`src/rtl/seq_nr_divider_if.sv`:
```
// Operand/result handshake bundle for seq_nr_divider.
// The master drives operands and takes results; the slave is the divider.
interface seq_nr_divider_if #(
    parameter int unsigned WIDTH = 8
);
    logic             in_valid;
    logic             in_ready;
    logic [WIDTH-1:0] dividend;
    logic [WIDTH-1:0] divisor;
    logic             out_valid;
    logic             out_ready;
    logic [WIDTH-1:0] quotient;
    logic [WIDTH-1:0] remainder;
    logic             div_by_zero;

    modport master (
        output in_valid, dividend, divisor, out_ready,
        input  in_ready, out_valid, quotient, remainder, div_by_zero
    );

    modport slave (
        input  in_valid, dividend, divisor, out_ready,
        output in_ready, out_valid, quotient, remainder, div_by_zero
    );
endinterface

```
`src/rtl/seq_nr_divider.sv`:
```
// Iterative non-restoring divider: one WIDTH+1-bit add/sub step per cycle.
// Define DIV_SIGNED_EN for two's-complement operands (adds a SIGN correction cycle).
module seq_nr_divider #(
    parameter int unsigned WIDTH = 8
) (
    input logic            clk,
    input logic            rst_n,
    seq_nr_divider_if.slave bus
);

    localparam int unsigned CntW = (WIDTH > 1) ? $clog2(WIDTH) : 1;

    typedef enum logic [2:0] {StIdle, StCalc, StFix, StSign, StDone} state_t;

    state_t           state_q;
    logic [WIDTH:0]   r_q;
    logic [WIDTH-1:0] q_q;
    logic [WIDTH-1:0] d_q;
    logic [CntW-1:0]  cnt_q;
    logic             in_ready_q;
    logic             out_valid_q;
    logic [WIDTH-1:0] quotient_q;
    logic [WIDTH-1:0] remainder_q;
    logic             dbz_q;
`ifdef DIV_SIGNED_EN
    logic             neg_quot_q;
    logic             neg_rem_q;
`endif

    logic [WIDTH-1:0] dvd_mag;
    logic [WIDTH-1:0] dvs_mag;
    logic [WIDTH:0]   r_shift;
    logic [WIDTH:0]   add_a;
    logic [WIDTH:0]   add_b;
    logic [WIDTH:0]   sum;
    logic [WIDTH:0]   r_fixed;
    logic             addsuben;

    // Magnitudes go into the iterative core; signs are re-applied afterwards.
    always_comb begin
`ifdef DIV_SIGNED_EN
        dvd_mag = bus.dividend[WIDTH-1] ? -bus.dividend : bus.dividend;
        dvs_mag = bus.divisor[WIDTH-1]  ? -bus.divisor  : bus.divisor;
`else
        dvd_mag = bus.dividend;
        dvs_mag = bus.divisor;
`endif
    end

    // Shared adder: subtract while R>=0 in CALC, otherwise add D (also the FIX restore).
    always_comb begin
        r_shift = {r_q[WIDTH-1:0], q_q[WIDTH-1]};
        if (state_q == StCalc) begin
            add_a    = r_shift;
            addsuben = ~r_q[WIDTH];
        end else begin
            add_a    = r_q;
            addsuben = 1'b0;
        end
        add_b   = addsuben ? ~{1'b0, d_q} : {1'b0, d_q};
        sum     = add_a + add_b + {{WIDTH{1'b0}}, addsuben};
        r_fixed = r_q[WIDTH] ? sum : r_q;
    end

    always_ff @(posedge clk or negedge rst_n) begin
        if (!rst_n) begin
            state_q     <= StIdle;
            r_q         <= '0;
            q_q         <= '0;
            d_q         <= '0;
            cnt_q       <= '0;
            in_ready_q  <= 1'b0;
            out_valid_q <= 1'b0;
            quotient_q  <= '0;
            remainder_q <= '0;
            dbz_q       <= 1'b0;
`ifdef DIV_SIGNED_EN
            neg_quot_q  <= 1'b0;
            neg_rem_q   <= 1'b0;
`endif
        end else begin
            unique case (state_q)
                StIdle: begin
                    in_ready_q <= 1'b1;
                    if (bus.in_valid && in_ready_q) begin
                        in_ready_q <= 1'b0;
                        r_q        <= '0;
                        q_q        <= dvd_mag;
                        d_q        <= dvs_mag;
                        cnt_q      <= '0;
                        dbz_q      <= 1'b0;
`ifdef DIV_SIGNED_EN
                        neg_quot_q <= bus.dividend[WIDTH-1] ^ bus.divisor[WIDTH-1];
                        neg_rem_q  <= bus.dividend[WIDTH-1];
`endif
                        if (bus.divisor == '0) begin
                            quotient_q  <= '1;
                            remainder_q <= bus.dividend;
                            dbz_q       <= 1'b1;
                            out_valid_q <= 1'b1;
                            state_q     <= StDone;
                        end else begin
                            state_q <= StCalc;
                        end
                    end
                end
                StCalc: begin
                    r_q   <= sum;
                    q_q   <= {q_q[WIDTH-2:0], ~sum[WIDTH]};
                    cnt_q <= cnt_q + CntW'(1);
                    if (cnt_q == CntW'(WIDTH - 1)) begin
                        cnt_q   <= '0;
                        state_q <= StFix;
                    end
                end
                StFix: begin
                    r_q         <= r_fixed;
                    quotient_q  <= q_q;
                    remainder_q <= r_fixed[WIDTH-1:0];
`ifdef DIV_SIGNED_EN
                    state_q     <= StSign;
`else
                    out_valid_q <= 1'b1;
                    state_q     <= StDone;
`endif
                end
                StSign: begin
`ifdef DIV_SIGNED_EN
                    if (neg_quot_q) quotient_q  <= -quotient_q;
                    if (neg_rem_q)  remainder_q <= -remainder_q;
`endif
                    out_valid_q <= 1'b1;
                    state_q     <= StDone;
                end
                StDone: begin
                    if (bus.out_ready) begin
                        out_valid_q <= 1'b0;
                        in_ready_q  <= 1'b1;
                        state_q     <= StIdle;
                    end
                end
                default: state_q <= StIdle;
            endcase
        end
    end

    assign bus.in_ready    = in_ready_q;
    assign bus.out_valid   = out_valid_q;
    assign bus.quotient    = quotient_q;
    assign bus.remainder   = remainder_q;
    assign bus.div_by_zero = dbz_q;

endmodule
```
`src/flat_wrapper.sv`:
```
// flat-port wrapper written by rule: the top's interface ports become plain ports
module seq_nr_divider_flat 
#(
    parameter int unsigned WIDTH = 8
)
  (clk, rst_n, bus_in_valid, bus_dividend, bus_divisor, bus_out_ready, bus_in_ready, bus_out_valid, bus_quotient, bus_remainder, bus_div_by_zero);
  seq_nr_divider_if #(.WIDTH(WIDTH)) bus_i ();
  input logic clk;
  input logic rst_n;
  input wire logic [$bits(bus_i.in_valid)-1:0] bus_in_valid;
  input wire logic [$bits(bus_i.dividend)-1:0] bus_dividend;
  input wire logic [$bits(bus_i.divisor)-1:0] bus_divisor;
  input wire logic [$bits(bus_i.out_ready)-1:0] bus_out_ready;
  output wire logic [$bits(bus_i.in_ready)-1:0] bus_in_ready;
  output wire logic [$bits(bus_i.out_valid)-1:0] bus_out_valid;
  output wire logic [$bits(bus_i.quotient)-1:0] bus_quotient;
  output wire logic [$bits(bus_i.remainder)-1:0] bus_remainder;
  output wire logic [$bits(bus_i.div_by_zero)-1:0] bus_div_by_zero;
  assign bus_i.in_valid = bus_in_valid;
  assign bus_i.dividend = bus_dividend;
  assign bus_i.divisor = bus_divisor;
  assign bus_i.out_ready = bus_out_ready;
  assign bus_in_ready = bus_i.in_ready;
  assign bus_out_valid = bus_i.out_valid;
  assign bus_quotient = bus_i.quotient;
  assign bus_remainder = bus_i.remainder;
  assign bus_div_by_zero = bus_i.div_by_zero;
  seq_nr_divider #(.WIDTH(WIDTH)) u_core (.clk(clk), .rst_n(rst_n), .bus(bus_i));
endmodule
```
`config.mk`:
```
export PLATFORM = sky130hd
export DESIGN_NAME = seq_nr_divider_flat
export DESIGN_NICKNAME = d
export VERILOG_FILES = /design/src/rtl/seq_nr_divider_if.sv /design/src/rtl/seq_nr_divider.sv /design/src/flat_wrapper.sv
export SDC_FILE = /design/constraint.sdc
export NUM_CORES = 1
export LEC_CHECK = 0
export ABC_AREA = 0
export BUFFER_PORTS_ARGS = -buffer_cell sky130_fd_sc_hd__buf_2
export CORE_ASPECT_RATIO = 1.1
export CORE_MARGIN = 4
export CORE_UTILIZATION = 60
export CTS_CLUSTER_DIAMETER = 200
export DETAILED_ROUTE_END_ITERATION = 12
export HOLD_SLACK_MARGIN = 0.12
export PLACE_DENSITY_LB_ADDON = 0.25
export SYNTH_ARGS = -nofsm -noshare
export SYNTH_HDL_FRONTEND = slang
export SYNTH_SLANG_ARGS = --single-unit
```
`constraint.sdc`:
```
create_clock -name clk -period 5.7 [get_ports clk]
set_input_delay 0.57 -clock clk [delete_from_list [all_inputs] [get_ports clk]]
set_output_delay 0.57 -clock clk [all_outputs]
set_load 0.02 [all_outputs]
```
# After elaboration in Yosys (flattened, before gate mapping)
# Index checks and enable logic that the tools add are counted.
[word_totals]
register_bits = 50
inputBits = 20
output_inout_bits = 19
word_cells = 71
[op_classes]
addsub = 3
eq_ne = 9
muxes = 30
bitwise_logic = 3
reduce_logical = 16
[ops]
columns = ["operator", "n"]
rows = [
  ["$pmux 8 s2", 3],
  ["$mux 8", 5],
  ["$mux 9", 4],
  ["$pmux 9 s3", 1],
  ["$mux 3", 6],
  ["$pmux 3 s4", 1],
  ["$add 9x1->9", 1],
  ["$add 9x9->9", 1],
  ["$not 8->9", 1],
  ["$logic_not 8->1", 1],
  ["$reduce_and 2->1", 4],
  ["$mux 1", 7],
  ["$eq 3x2->1 const B", 2],
  ["$eq 3x3->1 const B", 2],
  ["$pmux 3 s2", 1],
  ["$reduce_and 3->1", 2],
  ["$reduce_bool 2->1", 3],
  ["$reduce_bool 3->1", 2],
  ["$ne 2x1->1 const B", 2],
  ["$ne 2x2->1 const B", 2],
  ["$reduce_and 4->1", 1],
  ["$add 3x1->3 const B", 1],
  ["$eq 3x1->1 const B", 1],
  ["$logic_not 3->1", 1],
  ["other kinds (5)", 6],
]

# Depth between registers and ports, before layout
[depth]
depth_word = 7
depth_mapped = 13
depth_no_buf = 11

# Least setup slack after synthesis
# OpenSTA, ideal clock, no wires.
[synth_timing]
path_kind = "register to register"
start = "register u_core.state_q[1]"
end = "register u_core.r_q[8]"
t_arrival_ps = 2886
slack_ps = 2688
path_stages_with_launch = 14
cell_sequence = "dfrtp_1 -> clkbuf_1 -> nor3b_1 -> clkbuf_1 -> nand2_1 -> nand2_1 -> inv_1 -> fa_1 -> nor2b_1 -> o21bai_1 -> a21boi_0 -> o41ai_1 -> mux2i_1 -> a221o_1"
[synth_between]
elab_chain_len = 7
word_cells_on_any_way = 13
classes_between = "add/sub (2); eq/ne (3); mux (5); reduce/logical (3)"
[synth_lines]
columns = ["item", "line_no", "text"]
rows = [
  ["start: declaration", "seq_nr_divider.sv:15", "state_t state_q;"],
  ["start signal: assignment", "seq_nr_divider.sv:67", "state_q <= StIdle;"],
  ["start signal: assignment", "seq_nr_divider.sv:101", "state_q <= StDone;"],
  ["start signal: assignment", "seq_nr_divider.sv:103", "state_q <= StCalc;"],
  ["$eq 3x1->1", "seq_nr_divider.sv:53, seq_nr_divider.sv:82", ""],
  ["$mux 1", "seq_nr_divider.sv:53", "if (state_q == StCalc) begin"],
  ["$mux 9", "seq_nr_divider.sv:60", "add_b = addsuben ? ~{1'b0, d_q} : {1'b0, d_q};"],
  ["$add 9x9->9", "seq_nr_divider.sv:61", "sum = add_a + add_b + {{WIDTH{1'b0}}, addsuben};"],
  ["$add 9x1->9", "seq_nr_divider.sv:61", ""],
  ["$mux 9", "seq_nr_divider.sv:62", "r_fixed = r_q[WIDTH] ? sum : r_q;"],
  ["$pmux 9 s3", "seq_nr_divider.sv:82", "unique case (state_q)"],
  ["end signal: assignment", "seq_nr_divider.sv:108", "r_q <= sum;"],
  ["end signal: assignment", "seq_nr_divider.sv:117", "r_q <= r_fixed;"],
  ["end: declaration", "seq_nr_divider.sv:16", "logic [WIDTH:0] r_q;"],
]
# Parallel ways exist; a longest one is shown, timed or not.
# A chain may end at the register's enable or synchronous reset.

# Worst setup path in the final report
[layout_timing]
start = "register u_core.r_q[8]"
end = "register u_core.r_q[8]"
[layout_between]
elab_chain_len = 7
word_cells_on_any_way = 8
classes_between = "add/sub (2); mux (5); bitwise (1)"
[layout_lines]
columns = ["item", "line_no", "text"]
rows = [
  ["$not 1->1", "seq_nr_divider.sv:55", "addsuben = ~r_q[WIDTH];"],
  ["$mux 1", "seq_nr_divider.sv:53", ""],
  ["$mux 9", "seq_nr_divider.sv:60", ""],
  ["$add 9x9->9", "seq_nr_divider.sv:61", ""],
  ["$add 9x1->9", "seq_nr_divider.sv:61", ""],
  ["$mux 9", "seq_nr_divider.sv:62", ""],
  ["$pmux 9 s3 (*)", "seq_nr_divider.sv:82", ""],
]
# Every way passes the cells marked *; elsewhere a longest branch is shown, timed or not.

==> reports/qor.yml <==
die_area_um2: 5830
preCtsSetupSlack_ps: 1990
worst-r2r-setup-slack_ps: 1980
cts_sinks: 50
holdBufCountCts: 0
timing.final.crit_share_pct: 65.2
clock-skew-final_ps: 8.43
synth-seq-cells: 50
worst_setup_hold_path_clk_slew_ps: 90
synth.net_count: 353
finish.cell_count_without_fillers: 407
grt_setup_unrepaired: "no"
syn_to_final_growth_pct: 11.7
syn_avg_cell_area_um2: 8.68
cts_max_level: 2
largest_stage_delay_on_the_critical_path_ps: 870
worstMarginPinSlew_ps: 967
synth.yosys.warnings: 0
boundaryPins: 39
first_global_vias: 2301
max_slew_margin_pct: 35.5
postCtsResizedCells: 0
post_synth_inst_count: 323
fin_crit_ps: 3720
detailroute.via_count: 2417
report.final.hold_viol_count: 0
netlist.area_leader.share_pct: 44.6
postCtsSetupBuffers: 0
cts_root_buf: "clkbuf_8"
detailedRoute.firstIterationViolations: 210
port-buffer-count: 38
end_kind: "register"
timing_worst_setup_path_type: "register to register"
worstPathRequired_ps: 5900
synth_commonest_cells: "nand2_1 (90), dfrtp_1 (50), nor2_1 (22)"
totalWireLength_um: 6270
drc: 0
die_ht_um: 79.7
antenna_violations_before_repair: 0
multi_input_comb_area_um2: 1470
initial_utilization_pct: 63.5
synth_edf_count: 0
grt.overflow.total: 0
total_core_area_um2: 4410
dp_cells: 400
startpoint_type: "register"
insertion_delay_ps: 310
grt_start_max_net_pins: 51
fmaxAchievable_mhz: 269
numCtsBuffers: 5
globalRouteTotalUtil_pct: 23.4
design.final.nets: 383
cp-startpoint: "u_core.r_q[8]$_DFFE_PN0P_"
ys_types: 43
critical_path.max_fanout: 18
tritoncts_clock_tree: "done"
hold_path_class: "primary input to async pin"
detailed_place_hpwl_um: 4440
std_cell_rows: 25
postSynth.topFlopCell: "dfrtp_1"
setup-tns-final_ps: 0
crit-reg2reg-launch: "u_core.r_q[8]$_DFFE_PN0P_"
postLayoutCoreUtil_pct: 71.0
drt-wirelength-per-cell_um: 15.4
arrival_ps: 3910
setup_viol_count_final: 0
firstDrtPassIters: 5
synth.cell_area_um2: 2800
ant_nets_after_route: 0
seq_area_um2: 1250
drive_gt1_share_pct: 15.9
cts.path.max_buffers: 2
maxCapViolations: 0
seq_area_frac_synth_pct: 44.6
setup_ws_ps: 1980
synth_async_sr_flop_share_pct: 100
crit_chain: "nor4b_2, nor2_1, or2_2, fa_1, nor2b_1, o21bai_1, a21boi_0, o41ai_1, mux2i_1, a221o_1"
gp_congestion: 0.862
die_w_um: 73.2
filler_cell_count: 335
synth_top_area_cell: "dfrtp_1"
slew_violations: 0
run_status: "finished clean"
synth_most_common_cell: "nand2_1"
timing.critical_path.slowest_stage_cell: "nor4b_2"
antenna_cells: 0
drt-vias-per-instance: 5.94
grt_pass1_wl_um: 10600
top_cells_by_area_synth: "dfrtp_1 (45%), nand2_1 (12%), xor2_1 (4.1%)"
[per-layer routing]
metal	track usage, %	vias up	share of wire, %
li1	-	1163	-
met1	29.8	1175	43
met2	39.8	69	50
met3	4.53	10	5.6
met4	7.20	0	1.7
met5	0	-	0
[logic make-up (layout without fill, tap and decap cells)]
logic type      count (synthesis)  in the layout  synth area share, %
simple gates                  149            149                 23.4
mux                             9              9                 3.21
flops                          50             50                 44.6
buf+inv                        23             53                 3.35
compound gates                 67             67                 15.9
xor+xnor                       15             15                 4.69
fa+ha+maj                      10             10                 4.73
[state kept, by name (all words and copies together), names as in the netlist]
| signal | cells |
|---|---|
| u_core.d_q | 8 |
| u_core.bus.out_valid | 1 |
| u_core.cnt_q | 3 |
| u_core.r_q | 9 |
| u_core.bus.quotient | 8 |
| u_core.bus.remainder | 8 |
| u_core.q_q | 8 |
| u_core.bus.in_ready | 1 |
| u_core.state_q | 3 |
| u_core.bus.div_by_zero | 1 |
[layout make-up]
type	count	share of cell area (%)
Sequential cell	50	40.0
Inverter	4	0.480
Tap cell	54	2.16
Multi-Input combinational cell	250	46.9
Clock inverter	2	1.24
Timing Repair Buffer	42	7.03
Clock buffer	5	2.20
[critical path, delay by kind of cell (launching register included)]
| family | cells | cell delay, ps |
|---|---|---|
| AOI/OAI and AO/OA | 4 | 790 |
| adders and majority gates | 1 | 410 |
| DFF | 1 | 620 |
| muxes | 1 | 160 |
| and+or+nand+nor | 4 | 1610 |
[per-stage QoR]
step / cell area [um^2] / hold slack (ps)
3_5_place_dp: 3020 / 476
3_3_place_gp: 3020 / 458
4_1_cts: 3130 / 371
6_report: 3130 / 345
5_1_grt: 3130 / 400
2_1_floorplan: 2800 / 274
[placed cells by master, fill, tap and decap left out, types with 5 or more instances in the layout]
cell      count
buf_2        38
o21ai_0      17
xor2_1       13
dfrtp_1      50
a211oi_1      7
a21oi_1      13
mux2i_1       9
nor2b_1       6
ha_1          9
clkbuf_8      5
nor2_1       22
nand2_1      90
a31oi_1       9
[worst paths after layout]
path | to | cells past startpoint
worst max-delay path | u_core.r_q[8]$_DFFE_PN0P_ | 10
worst min-delay path | u_core.bus.div_by_zero$_DFFE_PN0P_ | 2
worst max register to register | u_core.r_q[8]$_DFFE_PN0P_ | 10
worst min register to register | u_core.bus.div_by_zero$_DFFE_PN0P_ | 1
max in group asynchronous | u_core.state_q[2]$_DFFE_PN0P_ | 2
min in group clk | u_core.bus.out_valid$_DFFE_PN0P_ | 2
Power is not shown: default switching activity piles up to over one toggle a cycle in this logic, so the estimate is an artifact.
